$ cat src/rtl/uart_rx_deserializer_pkg.sv
// Shared UART types: config vocabulary, receiver state and per-frame status,
// plus helpers that map illegal config values onto legal ones.
package uart_rx_deserializer_pkg;

    localparam int unsigned UART_DIV_WIDTH = 16;

    typedef enum logic [2:0] {
        BAUD_9600,
        BAUD_19200,
        BAUD_38400,
        BAUD_57600,
        BAUD_115200
    } UartBaud;

    typedef enum logic [4:0] {
        OS_13 = 5'd13,
        OS_16 = 5'd16
    } UartOverSampling;

    typedef enum logic [1:0] {
        STOP_1 = 2'd1,
        STOP_2 = 2'd2
    } UartStopBits;

    // 4 bits wide so the values line up directly with cfgDataBits.
    typedef enum logic [3:0] {
        FIVE_BIT  = 4'd5,
        SIX_BIT   = 4'd6,
        SEVEN_BIT = 4'd7,
        EIGHT_BIT = 4'd8
    } UartDataBits;

    typedef enum logic [2:0] {
        IDLE,
        START,
        DATA,
        PARITY,
        STOP
    } UartRxState;

    typedef struct packed {
        logic parityError;
        logic framingError;
    } UartFrameStatus;

    function automatic logic [4:0] norm_oversampling(input logic [4:0] os);
        return (os < 5'd4) ? OS_16 : os;
    endfunction

    function automatic logic [1:0] norm_stop_bits(input logic [1:0] sb);
        case (sb)
            2'd0, 2'd1: return STOP_1;
            default:    return STOP_2;
        endcase
    endfunction

    function automatic logic [3:0] clamp_data_bits(input logic [3:0] bits,
                                                   input logic [3:0] max_bits);
        if (bits < FIVE_BIT) begin
            return FIVE_BIT;
        end else if (bits > max_bits) begin
            return max_bits;
        end
        return bits;
    endfunction

endpackage

$ cat src/rtl/uart_baud_tick_gen.sv
// Divisor counter emitting a one-cycle tick every max(divisor,1) clocks;
// restart_i realigns the phase so the next tick lands a full period later.
module uart_baud_tick_gen #(
    parameter int unsigned DIV_WIDTH = 16
) (
    input  logic                 clk,
    input  logic                 reset,
    input  logic                 restart_i,
    input  logic [DIV_WIDTH-1:0] divisor_i,
    output logic                 tick_o
);

    logic [DIV_WIDTH-1:0] cnt_q, cnt_d;
    logic [DIV_WIDTH-1:0] term;
    logic                 at_term;

    always_comb begin
        term    = (divisor_i == '0) ? '0 : divisor_i - DIV_WIDTH'(1);
        // >= so a divisor shrinking below the current count cannot stall.
        at_term = (cnt_q >= term);
        tick_o  = at_term && !restart_i;
        if (restart_i || at_term) begin
            cnt_d = '0;
        end else begin
            cnt_d = cnt_q + DIV_WIDTH'(1);
        end
    end

    always_ff @(posedge clk or posedge reset) begin
        if (reset) begin
            cnt_q <= '0;
        end else begin
            cnt_q <= cnt_d;
        end
    end

endmodule

$ cat src/rtl/uart_rx_deserializer.sv
// Oversampling UART receiver: synchronizes rx, recovers frames and hands each
// word plus its error flags downstream through a valid/ready holding register.
module uart_rx_deserializer
    import uart_rx_deserializer_pkg::*;
#(
    parameter int unsigned DATA_WIDTH  = 8,
    parameter int unsigned DIV_WIDTH   = UART_DIV_WIDTH,
    parameter int unsigned SYNC_STAGES = 2
) (
    input  logic                  clk,
    input  logic                  reset,
    input  logic                  rx,
    input  logic [DIV_WIDTH-1:0]  cfgDivisor,
    input  logic [4:0]            cfgOverSampling,
    input  logic [3:0]            cfgDataBits,
    input  logic                  cfgParityEn,
    input  logic                  cfgParityOdd,
    input  logic [1:0]            cfgStopBits,
    output logic [DATA_WIDTH-1:0] rxData,
    output logic                  rxValid,
    input  logic                  rxReady,
    output logic                  parityError,
    output logic                  framingError,
    output logic                  overrunError,
    output logic                  busy
);

    localparam logic [3:0] MaxDataBits = (DATA_WIDTH > 15) ? 4'd15 : 4'(DATA_WIDTH);

    logic [SYNC_STAGES-1:0] sync_q, sync_d;
    logic                   rx_s;
    logic                   rx_prev_q, rx_prev_d;
    logic                   fall;

    UartRxState             state_q, state_d;
    logic [4:0]             sample_cnt_q, sample_cnt_d;
    logic [3:0]             bit_cnt_q, bit_cnt_d;
    logic [DATA_WIDTH-1:0]  shift_q, shift_d;
    UartFrameStatus         frame_q, frame_d;

    logic [DIV_WIDTH-1:0]   div_q, div_d;
    logic [4:0]             os_q, os_d;
    logic [3:0]             bits_q, bits_d;
    logic                   par_en_q, par_en_d;
    logic                   par_odd_q, par_odd_d;
    logic [1:0]             stop_q, stop_d;

    logic [DATA_WIDTH-1:0]  data_q, data_d;
    logic                   valid_q, valid_d;
    UartFrameStatus         status_q, status_d;
    logic                   overrun_q, overrun_d;

    logic                   tick;
    logic                   restart;
    logic                   commit;
    logic [4:0]             sample_target;
    logic                   sample_hit;

    assign sync_d    = SYNC_STAGES'({sync_q, rx});
    assign rx_s      = sync_q[SYNC_STAGES-1];
    assign rx_prev_d = rx_s;
    assign fall      = rx_prev_q && !rx_s;

    uart_baud_tick_gen #(
        .DIV_WIDTH (DIV_WIDTH)
    ) u_tick_gen (
        .clk       (clk),
        .reset     (reset),
        .restart_i (restart),
        .divisor_i (div_q),
        .tick_o    (tick)
    );

    // START waits half a bit to land mid start bit; later states wait a full bit.
    always_comb begin
        sample_target = (state_q == START) ? ((os_q >> 1) - 5'd1) : (os_q - 5'd1);
        sample_hit    = tick && (sample_cnt_q == sample_target);
    end

    always_comb begin
        state_d      = state_q;
        sample_cnt_d = sample_cnt_q;
        bit_cnt_d    = bit_cnt_q;
        shift_d      = shift_q;
        frame_d      = frame_q;
        div_d        = div_q;
        os_d         = os_q;
        bits_d       = bits_q;
        par_en_d     = par_en_q;
        par_odd_d    = par_odd_q;
        stop_d       = stop_q;
        restart      = 1'b0;
        commit       = 1'b0;

        if (state_q != IDLE && tick) begin
            sample_cnt_d = sample_hit ? 5'd0 : sample_cnt_q + 5'd1;
        end

        unique case (state_q)
            IDLE: begin
                if (fall) begin
                    state_d      = START;
                    sample_cnt_d = 5'd0;
                    restart      = 1'b1;
                    div_d        = cfgDivisor;
                    os_d         = norm_oversampling(cfgOverSampling);
                    bits_d       = clamp_data_bits(cfgDataBits, MaxDataBits);
                    par_en_d     = cfgParityEn;
                    par_odd_d    = cfgParityOdd;
                    stop_d       = norm_stop_bits(cfgStopBits);
                end
            end
            START: begin
                if (sample_hit) begin
                    if (!rx_s) begin
                        state_d   = DATA;
                        bit_cnt_d = 4'd0;
                        shift_d   = '0;
                        frame_d   = '0;
                    end else begin
                        state_d = IDLE;
                    end
                end
            end
            DATA: begin
                if (sample_hit) begin
                    // Shift register starts cleared, so unused MSBs stay zero.
                    shift_d = shift_q | (DATA_WIDTH'(rx_s) << bit_cnt_q);
                    if (bit_cnt_q == bits_q - 4'd1) begin
                        bit_cnt_d = 4'd0;
                        state_d   = par_en_q ? PARITY : STOP;
                    end else begin
                        bit_cnt_d = bit_cnt_q + 4'd1;
                    end
                end
            end
            PARITY: begin
                if (sample_hit) begin
                    frame_d.parityError = rx_s ^ (^shift_q) ^ par_odd_q;
                    bit_cnt_d           = 4'd0;
                    state_d             = STOP;
                end
            end
            STOP: begin
                if (sample_hit) begin
                    if (!rx_s) begin
                        frame_d.framingError = 1'b1;
                    end
                    if (bit_cnt_q == {2'b00, stop_q} - 4'd1) begin
                        commit    = 1'b1;
                        bit_cnt_d = 4'd0;
                        state_d   = IDLE;
                    end else begin
                        bit_cnt_d = bit_cnt_q + 4'd1;
                    end
                end
            end
            default: state_d = IDLE;
        endcase
    end

    // Holding register: a commit that finds the previous word unconsumed is dropped.
    always_comb begin
        data_d    = data_q;
        valid_d   = valid_q;
        status_d  = status_q;
        overrun_d = 1'b0;

        if (valid_q && rxReady) begin
            valid_d  = 1'b0;
            status_d = '0;
        end
        if (commit) begin
            if (!valid_q || rxReady) begin
                valid_d  = 1'b1;
                data_d   = shift_q;
                status_d = frame_d;
            end else begin
                overrun_d = 1'b1;
            end
        end
    end

    always_ff @(posedge clk or posedge reset) begin
        if (reset) begin
            sync_q       <= '1;
            rx_prev_q    <= 1'b1;
            state_q      <= IDLE;
            sample_cnt_q <= 5'd0;
            bit_cnt_q    <= 4'd0;
            shift_q      <= '0;
            frame_q      <= '0;
            div_q        <= '0;
            os_q         <= 5'd0;
            bits_q       <= 4'd0;
            par_en_q     <= 1'b0;
            par_odd_q    <= 1'b0;
            stop_q       <= 2'd0;
            data_q       <= '0;
            valid_q      <= 1'b0;
            status_q     <= '0;
            overrun_q    <= 1'b0;
        end else begin
            sync_q       <= sync_d;
            rx_prev_q    <= rx_prev_d;
            state_q      <= state_d;
            sample_cnt_q <= sample_cnt_d;
            bit_cnt_q    <= bit_cnt_d;
            shift_q      <= shift_d;
            frame_q      <= frame_d;
            div_q        <= div_d;
            os_q         <= os_d;
            bits_q       <= bits_d;
            par_en_q     <= par_en_d;
            par_odd_q    <= par_odd_d;
            stop_q       <= stop_d;
            data_q       <= data_d;
            valid_q      <= valid_d;
            status_q     <= status_d;
            overrun_q    <= overrun_d;
        end
    end

    assign rxData       = data_q;
    assign rxValid      = valid_q;
    assign parityError  = status_q.parityError;
    assign framingError = status_q.framingError;
    assign overrunError = overrun_q;
    assign busy         = (state_q != IDLE);

endmodule

$ cat config.mk
export PLATFORM = sky130hd
export DESIGN_NAME = uart_rx_deserializer
export DESIGN_NICKNAME = d
export VERILOG_FILES = /design/src/rtl/uart_rx_deserializer_pkg.sv /design/src/rtl/uart_baud_tick_gen.sv /design/src/rtl/uart_rx_deserializer.sv
export SDC_FILE = /design/constraint.sdc
export NUM_CORES = 1
export LEC_CHECK = 0
export ABC_AREA = 1
export CORE_MARGIN = 3
export CORE_UTILIZATION = 51
export CTS_CLUSTER_DIAMETER = 80
export DETAILED_ROUTE_END_ITERATION = 12
export GPL_TIMING_DRIVEN = 0
export PLACE_DENSITY = 0.82
export SLEW_MARGIN = 20
export SYNTH_ARGS = -nofsm -noshare
export SYNTH_HDL_FRONTEND = slang
export SYNTH_SLANG_ARGS = --single-unit
$ cat constraint.sdc
create_clock -name clk -period 4.2 [get_ports clk]
set_input_delay 1.26 -clock clk [delete_from_list [all_inputs] [get_ports clk]]
set_output_delay 1.26 -clock clk [all_outputs]
set_load 0.05 [all_outputs]
==> summary.txt <==
Vias per std cell -> 5.296
Total core area -> 9328 um2
Drt pass-1 iters -> 7
Clock skew -> 12.44 ps
Cell Area, Placed -> 5590 um2
Routing usage on met3 -> 2.903%
Met1 GRT Util -> 28.18%
Asr flop ratio synth -> 100.0%
CP endpoint kind -> flip-flop
Primary FF master, synth -> dfrtp_1
Critical path fanouts, max -> 10
Vias -> 4502
Post-synth EDFFs -> 0
Hold buffers post-CTS -> 0
Critical Path Source Type -> flip-flop
Synthesized area per cell -> 7.513 um2
DRC -> 0
WP data required -> 4470 ps
Routed WL per cell -> 13.58 um
Fin crit period -> 3809 ps
# diodes -> 0
Mapped cell area -> 4959 um2
IO Count -> 46
Syn nets -> 717
Die X -> 104.6 um
Area grow syn2layout -> 17.97%
Tot GR Track Use -> 21.72%
M2 GR Usage -> 36.99%
Setup WS post-layout -> 391.4 ps
Pwr Density -> 583.5 nW/um2
Most frequent cells in the layout -> 183 x nand2_1, 79 x inv_1, 79 x dfrtp_1
Slew Limit Fails -> 0
Routed Wire Length -> 11.54 mm
GRT overflow -> 0
Hold Path Class -> flip-flop to flip-flop
Drt first-iter violations -> 216
Post-route ant nets -> 0
CTS tree -> built
Post-synthesis sequential area ratio -> 41.46%
DP HPWL -> 8.795 mm
Number of gates resized after CTS -> 0
Fin nets -> 773
YS warnings -> 0
Largest net degree at the start of global routing -> 58
R2R depth -> 26
Synthesized flop and latch total -> 82
Clock Pin Slew Worst Setup and Hold Paths -> 100 ps
Root Buffer -> clkbuf_8
Commonest non-fill, non-tap cell in the layout -> nand2_1
Clock sink count -> 82
Global-route wire length before repair -> 19.55 mm
Synth unique cells -> 43
Power, Total -> 3.413 mW
H-tree depth -> 3
Share of cells above drive strength 1 -> 8.599%
Row cnt -> 35
Setup TNS -> 0 ps
Initial Utilization -> 53.16%
Fin area -> 5849 um2
Endpoints failing setup -> 0
Final Util -> 62.71%
Final worst-path cycle share -> 90.68%
Max Clk Rate -> 262.6 MHz
Synthesized instance count -> 660
IO buf count -> 44
Fin Hold WS -> 355.3 ps
Worst setup path class -> flip-flop to flip-flop
Fillers -> 780
Total CTS buffers -> 9
CP Data Arrival Time -> 4080 ps
Worst-Skew Late Latency -> 370 ps
Outcome -> complete, no violations
Multi-input logic area -> 2527 um2
Pre-CTS setup slack -> 266.5 ps
Worst slew pin tran -> 574.1 ps
Maximum vdd drop -> 0.3602 mV
Max clock buf depth -> 2
Leak -> 2.865 nW
GPL Wtd Cong -> 0.9411
Maxcap violations -> 0
Final Non-Filler Cells -> 850
Busiest grt layer -> met2
Register area -> 2056 um2
Initial antenna violation count -> 0
Total setup buffers inserted after CTS -> 0
Final hold violation count -> 0
Vias in the first global route -> 4403
Hold Crit Depth -> 0
Die area -> 10940 um2
Die height -> 104.6 um
Cells after DPL -> 834
Worst rel slew slack -> 61.72%
## cell families (layout without fill, tap and decap cells)
logic type	after synthesis	in the layout	share of synthesized area, %
buf+inv	98	159	8.075
simple gates	342	342	30.03
flops	82	82	41.46
fa+ha+maj	24	24	6.056
compound gates	94	94	10.85
xor+xnor	20	20	3.533
## cell usage after synthesis (3+ instances only)
| cell | n | area (um2) |
|---|---|---|
| dfstp_2 | 3 | 78.83 |
| nor3b_1 | 3 | 22.52 |
| clkbuf_1 | 6 | 22.52 |
| o21ai_0 | 44 | 220.2 |
| nor3_1 | 20 | 100.1 |
| inv_1 | 80 | 300.3 |
| or2_2 | 5 | 31.28 |
| ha_1 | 24 | 300.3 |
| nand3_1 | 45 | 225.2 |
| nor2_1 | 64 | 240.2 |
| dfrtp_1 | 79 | 1977 |
| o21ai_2 | 9 | 78.83 |
| inv_2 | 5 | 18.77 |
| a21oi_1 | 28 | 140.1 |
| xnor2_1 | 4 | 35.03 |
| nand2_2 | 3 | 18.77 |
| nand4_1 | 3 | 18.77 |
| nor4_1 | 3 | 18.77 |
| nor2_4 | 3 | 33.78 |
| nand2_1 | 183 | 686.9 |
| buf_6 | 3 | 33.78 |
| xor2_1 | 16 | 140.1 |
## sequential cells by signal, indices dropped and copies added, names as in the netlist
register          cells
bit_cnt_q             4
bits_q                4
div_q                16
frame_q               2
framingError          1
os_q                  5
overrunError          1
par_en_q              1
par_odd_q             1
parityError           1
rxData                8
rxValid               1
rx_prev_q             1
sample_cnt_q          5
shift_q               8
state_q               3
stop_q                2
sync_q                2
u_tick_gen.cnt_q     16
## critical path, cell delays in order (launching register included)
cell	delay, ps
dfrtp_1	450
nor2_1	110
nand2_1	120
nor3_4	180
nand3_1	150
nor2_2	140
nand2_1	60
inv_1	90
nand2_1	70
inv_1	70
nand3_1	70
xor2_1	160
nand2_1	80
ha_1	290
nand2_1	100
nor4_2	330
nand2_1	90
nand3_1	190
nand2_1	90
inv_1	90
nand2_2	70
buf_6	150
inv_6	60
nand4_4	150
buf_6	220
nand3_1	70
nand2_1	50
## metal layers
layer	wire length (um)	share of wire, %
met4	248	2.1
met1	5200	45
met2	5513	48
met5	0	0
met3	577	5.0
## report_power, final
group	leakage, nW	switching, mW	total [mW]	internal [mW]
Combinational	1.68	0.992	1.58	0.585
Sequential	1.07	0.187	1.16	0.970
Clock	0.115	0.331	0.679	0.348
Total	2.86	1.51	3.41	1.90
## layout make-up
class	count	share of cell area, %
multi-input combinational	480	43.21
tap	129	2.759
inverter	87	5.711
sequential	82	35.14
buffer	11	1.176
timing repair buffer	45	8.000
clock buffer	9	2.118
clock inverter	7	1.882
## final timing paths
check	to	slack, ps	startpoint
worst min-delay path	sync_q[1]$_DFF_PP1_	360	sync_q[0]$_DFF_PP1_
worst max register to register	parityError$_DFF_PP0_	390	div_q[2]$_DFFE_PP0P_
min in group asynchronous	u_tick_gen.cnt_q[2]$_DFF_PP0_	1230	reset
worst max-delay path	parityError$_DFF_PP0_	390	div_q[2]$_DFFE_PP0P_
max in group asynchronous	sync_q[1]$_DFF_PP1_	2340	reset
worst min register to register	sync_q[1]$_DFF_PP1_	360	sync_q[0]$_DFF_PP1_
(Power assumes the default switching activity.)
